`src/rtl/kalman_innovation_generator.sv`:
```
// Kalman predict-stage producer: constant-velocity prediction, innovation, estimator bundle and feedback capture.
// Optional innovation gating is built when KALMAN_INNOV_GATE_EN is defined.
module kalman_innovation_generator #(
  parameter int FXP_WIDTH = 16,
  parameter int FXP_FRAC  = 8,
  parameter int STATE_DIM = 4,
  parameter int ACC_WIDTH = 32,
  parameter logic signed [FXP_WIDTH-1:0] DT_Q    = 16'sd256,
  parameter logic signed [FXP_WIDTH-1:0] Q_NOISE = 16'sd16,
  parameter logic signed [FXP_WIDTH-1:0] P0      = 16'sd256,
  parameter logic signed [FXP_WIDTH-1:0] GATE_Q  = 16'sd1024
) (
  input  logic                           clk,
  input  logic                           rst_n,
  input  logic [FXP_WIDTH-1:0]           meas_in,
  input  logic                           meas_valid,
  output logic                           meas_ready,
  output logic [FXP_WIDTH-1:0]           measurement_out,
  output logic [FXP_WIDTH-1:0]           innovation_out,
  output logic [STATE_DIM*FXP_WIDTH-1:0] state_vector_out,
  output logic [STATE_DIM*FXP_WIDTH-1:0] state_cov_out,
  output logic                           out_valid,
  input  logic                           out_ready,
  input  logic [STATE_DIM*FXP_WIDTH-1:0] state_fb_in,
  input  logic [STATE_DIM*FXP_WIDTH-1:0] cov_fb_in,
  input  logic                           fb_valid,
  output logic                           fb_ready,
  output logic [15:0]                    meas_count,
  output logic                           gate_hit
);

  // Handshakes: a transfer happens on a rising clk edge where valid and ready are both high;
  // a valid source holds its data stable until that edge, and ready never depends on valid.

  typedef enum logic [2:0] {
    S_IDLE,
    S_PREDICT,
    S_INNOV,
    S_OUTPUT,
    S_WAIT_FB
  } state_t;

  localparam int KW = $clog2(STATE_DIM);
  localparam logic [KW-1:0] K_LAST = KW'(STATE_DIM - 1);
  localparam logic signed [FXP_WIDTH-1:0] FXP_MAX = {1'b0, {(FXP_WIDTH-1){1'b1}}};
  localparam logic signed [FXP_WIDTH-1:0] FXP_MIN = {1'b1, {(FXP_WIDTH-1){1'b0}}};

  state_t                      state;
  logic [KW-1:0]               k;
  logic signed [FXP_WIDTH-1:0] meas_q;
  logic signed [FXP_WIDTH-1:0] x_q  [STATE_DIM];
  logic signed [FXP_WIDTH-1:0] p_q  [STATE_DIM];
  logic signed [FXP_WIDTH-1:0] xp_q [STATE_DIM];
  logic signed [FXP_WIDTH-1:0] pp_q [STATE_DIM];

  logic [KW-1:0]               k_next_idx;
  logic signed [ACC_WIDTH-1:0] prod;
  logic signed [ACC_WIDTH-1:0] coupled;
  logic signed [ACC_WIDTH:0]   xp_sum;
  logic signed [FXP_WIDTH:0]   pp_sum;
  logic signed [FXP_WIDTH:0]   innov_wide;
  logic signed [FXP_WIDTH-1:0] xp_elem;
  logic signed [FXP_WIDTH-1:0] pp_elem;
  logic signed [FXP_WIDTH-1:0] innov_val;
`ifdef KALMAN_INNOV_GATE_EN
  logic                        gate_clamp;
`endif

  function automatic logic signed [FXP_WIDTH-1:0] sat_acc(input logic signed [ACC_WIDTH:0] v);
    if (v > (ACC_WIDTH+1)'(FXP_MAX)) return FXP_MAX;
    if (v < (ACC_WIDTH+1)'(FXP_MIN)) return FXP_MIN;
    return v[FXP_WIDTH-1:0];
  endfunction

  // The last state element has no higher-order neighbour, so it passes through unchanged.
  always_comb begin
    k_next_idx = (k == K_LAST) ? k : k + KW'(1);
    prod       = ACC_WIDTH'(DT_Q) * ACC_WIDTH'(x_q[k_next_idx]);
    coupled    = prod >>> FXP_FRAC;
    xp_sum     = (ACC_WIDTH+1)'(x_q[k]) + (ACC_WIDTH+1)'(coupled);
    xp_elem    = (k == K_LAST) ? x_q[k] : sat_acc(xp_sum);
    pp_sum     = (FXP_WIDTH+1)'(p_q[k]) + (FXP_WIDTH+1)'(Q_NOISE);
    pp_elem    = sat_acc((ACC_WIDTH+1)'(pp_sum));
    innov_wide = (FXP_WIDTH+1)'(meas_q) - (FXP_WIDTH+1)'(xp_q[0]);
    innov_val  = sat_acc((ACC_WIDTH+1)'(innov_wide));
`ifdef KALMAN_INNOV_GATE_EN
    gate_clamp = 1'b0;
    if (innov_val > GATE_Q) begin
      innov_val  = GATE_Q;
      gate_clamp = 1'b1;
    end else if (innov_val < -GATE_Q) begin
      innov_val  = -GATE_Q;
      gate_clamp = 1'b1;
    end
`endif
  end

  always_ff @(posedge clk or negedge rst_n) begin
    if (!rst_n) begin
      state            <= S_IDLE;
      k                <= '0;
      meas_q           <= '0;
      meas_ready       <= 1'b1;
      fb_ready         <= 1'b0;
      out_valid        <= 1'b0;
      measurement_out  <= '0;
      innovation_out   <= '0;
      state_vector_out <= '0;
      state_cov_out    <= '0;
      meas_count       <= '0;
      for (int j = 0; j < STATE_DIM; j++) begin
        x_q[j]  <= '0;
        p_q[j]  <= P0;
        xp_q[j] <= '0;
        pp_q[j] <= '0;
      end
    end else begin
      case (state)
        S_IDLE: begin
          if (meas_valid && meas_ready) begin
            meas_q     <= meas_in;
            meas_count <= meas_count + 16'd1;
            k          <= '0;
            meas_ready <= 1'b0;
            state      <= S_PREDICT;
          end
        end
        S_PREDICT: begin
          xp_q[k] <= xp_elem;
          pp_q[k] <= pp_elem;
          if (k == K_LAST) state <= S_INNOV;
          else             k     <= k + KW'(1);
        end
        S_INNOV: begin
          measurement_out <= meas_q;
          innovation_out  <= innov_val;
          for (int j = 0; j < STATE_DIM; j++) begin
            state_vector_out[j*FXP_WIDTH +: FXP_WIDTH] <= xp_q[j];
            state_cov_out[j*FXP_WIDTH +: FXP_WIDTH]    <= pp_q[j];
          end
          out_valid <= 1'b1;
          state     <= S_OUTPUT;
        end
        S_OUTPUT: begin
          if (out_ready) begin
            out_valid <= 1'b0;
            fb_ready  <= 1'b1;
            state     <= S_WAIT_FB;
          end
        end
        S_WAIT_FB: begin
          if (fb_valid) begin
            for (int j = 0; j < STATE_DIM; j++) begin
              x_q[j] <= state_fb_in[j*FXP_WIDTH +: FXP_WIDTH];
              p_q[j] <= cov_fb_in[j*FXP_WIDTH +: FXP_WIDTH];
            end
            fb_ready   <= 1'b0;
            meas_ready <= 1'b1;
            state      <= S_IDLE;
          end
        end
        default: state <= S_IDLE;
      endcase
    end
  end

`ifdef KALMAN_INNOV_GATE_EN
  logic gate_q;

  always_ff @(posedge clk or negedge rst_n) begin
    if (!rst_n)                              gate_q <= 1'b0;
    else if (state == S_INNOV)               gate_q <= gate_clamp;
    else if (state == S_OUTPUT && out_ready) gate_q <= 1'b0;
  end

  assign gate_hit = gate_q;
`else
  assign gate_hit = 1'b0;
`endif

endmodule

```
`config.mk`:
```
export PLATFORM = sky130hd
export DESIGN_NAME = kalman_innovation_generator
export DESIGN_NICKNAME = d
export VERILOG_FILES = /design/src/rtl/kalman_innovation_generator.sv
export SDC_FILE = /design/constraint.sdc
export NUM_CORES = 1
export LEC_CHECK = 0
export ABC_AREA = 1
export CAP_MARGIN = 20
export CORE_ASPECT_RATIO = 1.2
export CORE_MARGIN = 2
export CORE_UTILIZATION = 44
export DETAILED_ROUTE_END_ITERATION = 8
export PLACE_DENSITY_LB_ADDON = 0.25
export SLEW_MARGIN = 5
export SYNTH_ARGS = -nofsm -noshare
export SYNTH_HDL_FRONTEND = slang
export SYNTH_SLANG_ARGS = --single-unit
```
`constraint.sdc`:
```
create_clock -name clk -period 10.6 [get_ports clk]
set_clock_uncertainty 0.05 [all_clocks]
set_input_delay 2.12 -clock clk [delete_from_list [all_inputs] [get_ports clk]]
set_output_delay 2.12 -clock clk [all_outputs]
set_load 0.005 [all_outputs]
```
==> run_results.csv, run 1 <==
group,metric,value,unit
global_route,grt_max_degree,111,
route,drt_first_pass_iters,6,
critical_path,cp.required,11.01,ns
clock_network,clk_path_buf_depth,3,
sta,rsz0062_at_grt,"no",
die,core,46810,µm²
clock_network,post-cts-setup-buffers,0,
synth,synth_top_cell_by_area,"dfrtp_1",
worst_hold_path,worstHoldPathCells,2,
final_layout,multiInputGateArea,8185,µm²
route,first_iter_violations,1355,
critical_path,crit_path_start_kind,"flip-flop",
synth,synth_area,20720,µm²
final_layout,n_antenna_cell,0,
sta,slew_violations,0,
run,maxCapViolCount,0,
sta,fin_crit_sh,50.01,%
synth,synth.area.top_cells,"dfrtp_1 (54%), nand2_1 (19%), o21ai_0 (3.7%)",
worst_hold_path,hold_path.class,"reg -> reg",
clock_network,cts_buffers,46,
clock_network,cts.sinks,456,
place,place.detailed.hpwl,41170,µm
place,place.gp.congestion,0.8926,
power,power.density,360.3,nW/µm²
sta,layout_min_cycle_time,5.301,ns
synth,ys_types,45,
place,port_buffers,327,
global_route,grt_pass1_vias,16671,
synth,syn_nets,2601,
die,start_util,44.28,%
synth,yosys_warnings,0,
clock_network,cts_hold_buf,0,
final_layout,final_nets,2890,
worst_hold_path,min-delay-start,"state_cov_out[63]$_DFFE_PN0P_",
critical_path,worstSetupPathType,"reg -> reg",
final_layout,drive_gt1_share,7.917,%
route,routed_wl,57710,µm
clock_network,cts-root-buf,"clkbuf_16",
die,boundaryPins,329,
synth,syn_area_per_cell,8.582,µm²
synth,ys_seq_elements,456,
final_layout,final_util,56.04,%
critical_path,crit_path_max_fanout,33,
synth,synthTopCellsByCount,"nand2_1 (1032), dfrtp_1 (451), inv_1 (164), o21ai_0 (154), nand3_1 (103)",
synth,ys_seq_area_share,55.09,%
sta,clock.fmax,188.6,MHz
sta,hold_viol,0,
route,dr_total_vias,17012,
sta,setup_violations,0,
global_route,grt_use_total,23.71,%
global_route,overflow,0,
power,leakage,12.94,nW
final_layout,area_growth,26.56,%
global_route,grt_pass1_wl,92520,µm
clock_network,ctsResizeCount,0,
synth,synth_top_area_share,54.46,%
place,pre_cts_ws,5.433,ns
sta,fin_tns_setup,0,ns
critical_path,critPathCaptureType,"flip-flop",
route,drc_errors,0,
critical_path,reg2reg_to,"xp_q[57]$_DFFE_PN0P_",
power,power,9.451,mW
final_layout,fillerInstances,4310,
final_layout,seqCellArea,11420,µm²
clock_network,h-tree-depth,2,
critical_path,arrival,5.71,ns
route,vias_per_cell,5.057,
critical_path,reg2reg_from,"k[1]$_DFFE_PN0P_",
clock_network,worst_skew_pair.late_latency,0.60,ns
place,dp_cells,3275,
die,die_width,202.1,µm
sta,finalWorstSetupSlack,5.299,ns
final_layout,finalNonFillerCells,3364,
synth,synth_most_common_cell,"nand2_1",
die,dieArea,48860,µm²
clock_network,path_clk_slew,0.07,ns
clock_network,cts_tree,"built",
worst_hold_path,hold-path-endpoint,"state_cov_out[63]$_DFFE_PN0P_",
critical_path,rr_worst_depth,22,
sta,max-slew-margin-rel,33.46,%
power,ir_worst_vdd,0.1698,mV
die,rows,87,
sta,tightest_slew,0.9981,ns
synth,synth_edf_count,0,
synth,synth_flop_cell,"dfrtp_1",
global_route,antenna_found_initial,0,
die,fp.dieH,241.7,µm
critical_path,r2r_setup_slack,5.30,ns
route,postRouteAntennaNets,0,
synth,async_flop_share,100.0,%
route,wl_per_cell,17.16,µm
synth,synth_cells,2415,
status,status,"complete, no violations",
-- per-layer routing --
metal	wire length, µm	track usage (%)	vias to the layer above	share of wire, %
li1	-	-	8246	-
met1	26540	34.57	8135	46
met2	26550	37.35	550	46
met3	3391	3.544	81	5.9
met4	1232	5.861	0	2.1
met5	0	0	-	0
-- placed cells by master, fill, tap and decap left out, types with 47 or more instances in the layout --
cell,instances
nand3_1,103
nor2_1,66
inv_1,164
dfrtp_1,451
nand2_1,1032
clkdlybuf4s50_1,326
clkbuf_16,47
o21ai_0,154
mux2_2,63
a21oi_1,64
-- sequential cells by signal, summed over array words and instances (netlist names), 16 cells and up --
register	flops
p_q	64
pp_q	64
state_cov_out	64
state_vector_out	64
x_q	64
xp_q	64
innovation_out	16
meas_count	16
meas_q	16
measurement_out	16
-- metrics by stage --
step                instance area, µm²  hold slack, ns
finish                           26230          0.4176
global route                     26230          0.4286
CTS                              26130          0.4220
detailed placement               24470          0.4070
global placement                 24450          0.4033
floorplan                        20720          0.3991
-- kinds of logic (layout without fill, tap and decap cells) --
| family | after synthesis | in the layout | synth area share [%] |
|---|---|---|---|
| xor+xnor | 42 | 42 | 1.775 |
| mux | 63 | 63 | 3.423 |
| simple gates | 1260 | 1260 | 24.57 |
| flops | 456 | 456 | 55.09 |
| other cells | 1 | 1 | 0.01809 |
| buf+inv | 281 | 607 | 5.536 |
| fa+ha+maj | 37 | 37 | 2.306 |
| compound gates | 275 | 275 | 7.287 |
-- worst max-delay path: stages (launching register included) --
cell      delay [ns]
dfrtp_1         0.80
inv_6           0.26
nand2_1         0.73
inv_2           0.34
a221oi_1        0.37
ha_1            0.24
inv_1           0.06
fa_1            0.39
nand3b_1        0.18
nand2_1         0.11
nand2_1         0.05
nand2_1         0.09
nand2_1         0.05
nand2_1         0.16
nand3_1         0.12
nand3_1         0.10
nand2_1         0.05
inv_1           0.06
nand2_1         0.06
nand2_1         0.46
nand2_1         0.20
nand3_1         0.14
nand2_1         0.07
-- report_power, final --
part | switching, mW | internal (mW) | total (mW)
combinational | 2.91 | 1.79 | 4.70
sequential | 0.478 | 2.51 | 2.99
clock | 0.705 | 1.06 | 1.76
total | 4.09 | 5.36 | 9.45
-- layout make-up --
| type | count | area share, % |
|---|---|---|
| well taps | 623 | 2.972 |
| flip-flops and latches | 456 | 43.53 |
| clock buffers | 66 | 5.290 |
| clock inverters | 19 | 1.035 |
| multi-input cells | 1678 | 31.21 |
| repair buffers | 348 | 13.43 |
| inverters | 174 | 2.538 |
-- how the worst max path moves through the flow --
stage | start | end | slack (ns)
6_report | k[1]$_DFFE_PN0P_ | xp_q[57]$_DFFE_PN0P_ | 5.30
5_1_grt | k[1]$_DFFE_PN0P_ | xp_q[37]$_DFFE_PN0P_ | 4.87
3_3_place_gp | k[1]$_DFFE_PN0P_ | xp_q[52]$_DFFE_PN0P_ | 5.53
4_1_cts | k[1]$_DFFE_PN0P_ | xp_q[57]$_DFFE_PN0P_ | 5.35
2_1_floorplan | meas_valid | meas_count[15]$_DFFE_PN0P_ | 6.92
3_5_place_dp | k[1]$_DFFE_PN0P_ | xp_q[36]$_DFFE_PN0P_ | 5.43
Note: power is estimated with default switching activity, not from simulation.
==> inputs of run 2 (changes only) <==
==> constraint.sdc (replaced) <==
create_clock -name clk -period 5.5 [get_ports clk]
set_clock_uncertainty 0.05 [all_clocks]
set_input_delay 1.1 -clock clk [delete_from_list [all_inputs] [get_ports clk]]
set_output_delay 1.1 -clock clk [all_outputs]
set_load 0.005 [all_outputs]
==> run_results.csv, run 2 (synthesis results as in run 1) <==
group,metric,value,unit
status,status,"complete, no violations",
global_route,overflow,0,
final_layout,final_cell_mix,"nand2_1 (1032), dfrtp_1 (451), clkdlybuf4s50_1 (326)",
sta,max-slew-margin-rel,36.78,%
sta,slew_violations,0,
die,core,46810,µm²
route,first_iter_violations,1259,
power,ir_worst_vdd,0.3328,mV
die,boundaryPins,329,
sta,setup_violations,0,
route,drc_errors,0,
sta,hold_viol,0,
die,fp.dieH,241.7,µm
critical_path,crit_slowest_cell,"dfrtp_1",
place,place.detailed.hpwl,41760,µm
global_route,grt_use_total,23.82,%
place,pre_cts_ws,0.8902,ns
place,place.gp.congestion,0.8842,
sta,layout_min_cycle_time,4.682,ns
clock_network,worst_skew_pair.late_latency,0.59,ns
final_layout,n_antenna_cell,0,
final_layout,layout_commonest_cell,"nand2_1",
clock_network,cts.sinks,456,
route,routed_wl,57980,µm
critical_path,cp.required,5.92,ns
clock_network,post-cts-setup-buffers,0,
global_route,grt_pass1_wl,93410,µm
sta,rsz0062_at_grt,"no",
power,power.density,698.1,nW/µm²
run,maxCapViolCount,0,
global_route,grt_pass1_vias,17089,
sta,fin_tns_setup,0,ns
die,die_width,202.1,µm
clock_network,h-tree-depth,2,
route,dr_total_vias,17057,
clock_network,cts-root-buf,"clkbuf_16",
clock_network,cts_buffers,47,
final_layout,fillerInstances,4286,
die,rows,87,
die,start_util,44.28,%
clock_network,clk_path_buf_depth,3,
final_layout,seqCellArea,11420,µm²
critical_path,cpMostUsedCell,"nand2_1",
route,vias_per_cell,5.070,
sta,tightest_slew,0.9482,ns
critical_path,critPathCaptureType,"flip-flop",
critical_path,crit_family,"simple AND/OR/NAND/NOR gates",
route,wl_per_cell,17.24,µm
critical_path,worstPathCellList,"inv_6 -> nand2_1 -> buf_4 -> inv_2 -> a221oi_1 -> ha_1 -> inv_1 -> fa_1 -> nand3b_1 -> nand2_1 -> nand2_1 -> nand2_1 -> nand2_1 -> nand2_1 -> nand3_1 -> nand3_1 -> nand2_1 -> inv_1 -> nand2_1 -> nand2_1 -> nand2_1 -> nand3_1 -> nand2_1",
final_layout,area_growth,26.45,%
die,dieArea,48860,µm²
sta,finalWorstSetupSlack,0.8183,ns
clock_network,cts_tree,"built",
power,leakage,12.91,nW
critical_path,crit_path_max_fanout,33,
sta,clock.fmax,213.6,MHz
critical_path,crit_buf_inv,5,
final_layout,final_nets,2891,
critical_path,cp_slowest_stage_delay,0.79,ns
critical_path,crit_path_start_kind,"flip-flop",
worst_hold_path,hold_path.class,"reg -> reg",
clock_network,ctsResizeCount,0,
critical_path,worstSetupPathType,"reg -> reg",
sta,fin_crit_sh,85.12,%
global_route,grt_max_degree,118,
place,port_buffers,327,
critical_path,arrival,5.11,ns
global_route,antenna_found_initial,0,
final_layout,drive_gt1_share,7.698,%
route,postRouteAntennaNets,0,
route,drt_first_pass_iters,5,
clock_network,cts_hold_buf,0,
clock_network,path_clk_slew,0.06,ns
final_layout,multiInputGateArea,8185,µm²
-- run 2: changes by cell type in the layout (fill, tap and decap cells not counted) --
cell	before	now
bufinv_16	6	5
buf_4	16	13
inv_16	0	1
buf_16	4	2
clkinv_2	10	8
clkinv_8	2	0
clkinvlp_4	0	1
clkbuf_16	47	49
inv_6	3	4
clkbuf_8	14	8
buf_12	0	5
clkbuf_1	5	11
-- run 2: worst paths after layout --
check | start | to | slack [ns] | cells past startpoint
max | k[1]$_DFFE_PN0P_ | xp_q[55]$_DFFE_PN0P_ | 0.82 | 23
min in group asynchronous | rst_n | x_q[21]$_DFFE_PN0P_ | 0.56 | 1
max reg2reg | k[1]$_DFFE_PN0P_ | xp_q[55]$_DFFE_PN0P_ | 0.82 | 23
min reg2reg | state_cov_out[21]$_DFFE_PN0P_ | state_cov_out[21]$_DFFE_PN0P_ | 0.42 | 2
min | state_cov_out[21]$_DFFE_PN0P_ | state_cov_out[21]$_DFFE_PN0P_ | 0.42 | 2
max in group asynchronous | rst_n | meas_count[12]$_DFFE_PN0P_ | 3.67 | 2
-- run 2: report_power, final --
part / switching, mW / internal [mW]
clock network: 1.35 / 1.98
logic: 5.71 / 3.47
registers: 0.948 / 4.85
-- run 2: per-stage QoR --
step	utilization, %	cell area (µm²)	power [mW]	hold WS (ns)	cells
finish	55.99	26210	18.30	0.4177	3364
global route	55.99	26210	19.75	0.4355	3364
CTS	55.96	26190	18.36	0.4227	3363
detailed placement	52.51	24580	14.95	0.4077	3278
global placement	52.39	24520	14.78	0.4022	3276
floorplan	-	20720	11.56	0.3991	2415
-- run 2: worst reg2reg max path, delay by kind of cell, from the launching register on --
kind | cells | cell delay, ns
AOI/OAI and AO/OA | 1 | 0.33
and+or+nand+nor | 15 | 1.94
adders and majority gates | 2 | 0.61
buffers and inverters | 5 | 0.85
DFF | 1 | 0.79
-- run 2: layout make-up --
cell class              instances  area share, %
clock inverters                17         0.8976
repair buffers                348          13.53
inverters                     174          2.540
well taps                     623          2.974
multi-input cells            1678          31.23
flip-flops and latches        456          43.57
clock buffers                  68          5.257
-- run 2: routing by layer --
| layer | part of all wire [%] | vias to the layer above | track usage [%] |
|---|---|---|---|
| li1 | - | 8232 | - |
| met1 | 46 | 8242 | 33.71 |
| met2 | 47 | 497 | 38.18 |
| met3 | 5.3 | 86 | 4.111 |
| met4 | 2.2 | 0 | 6.054 |
| met5 | 0 | - | 0 |
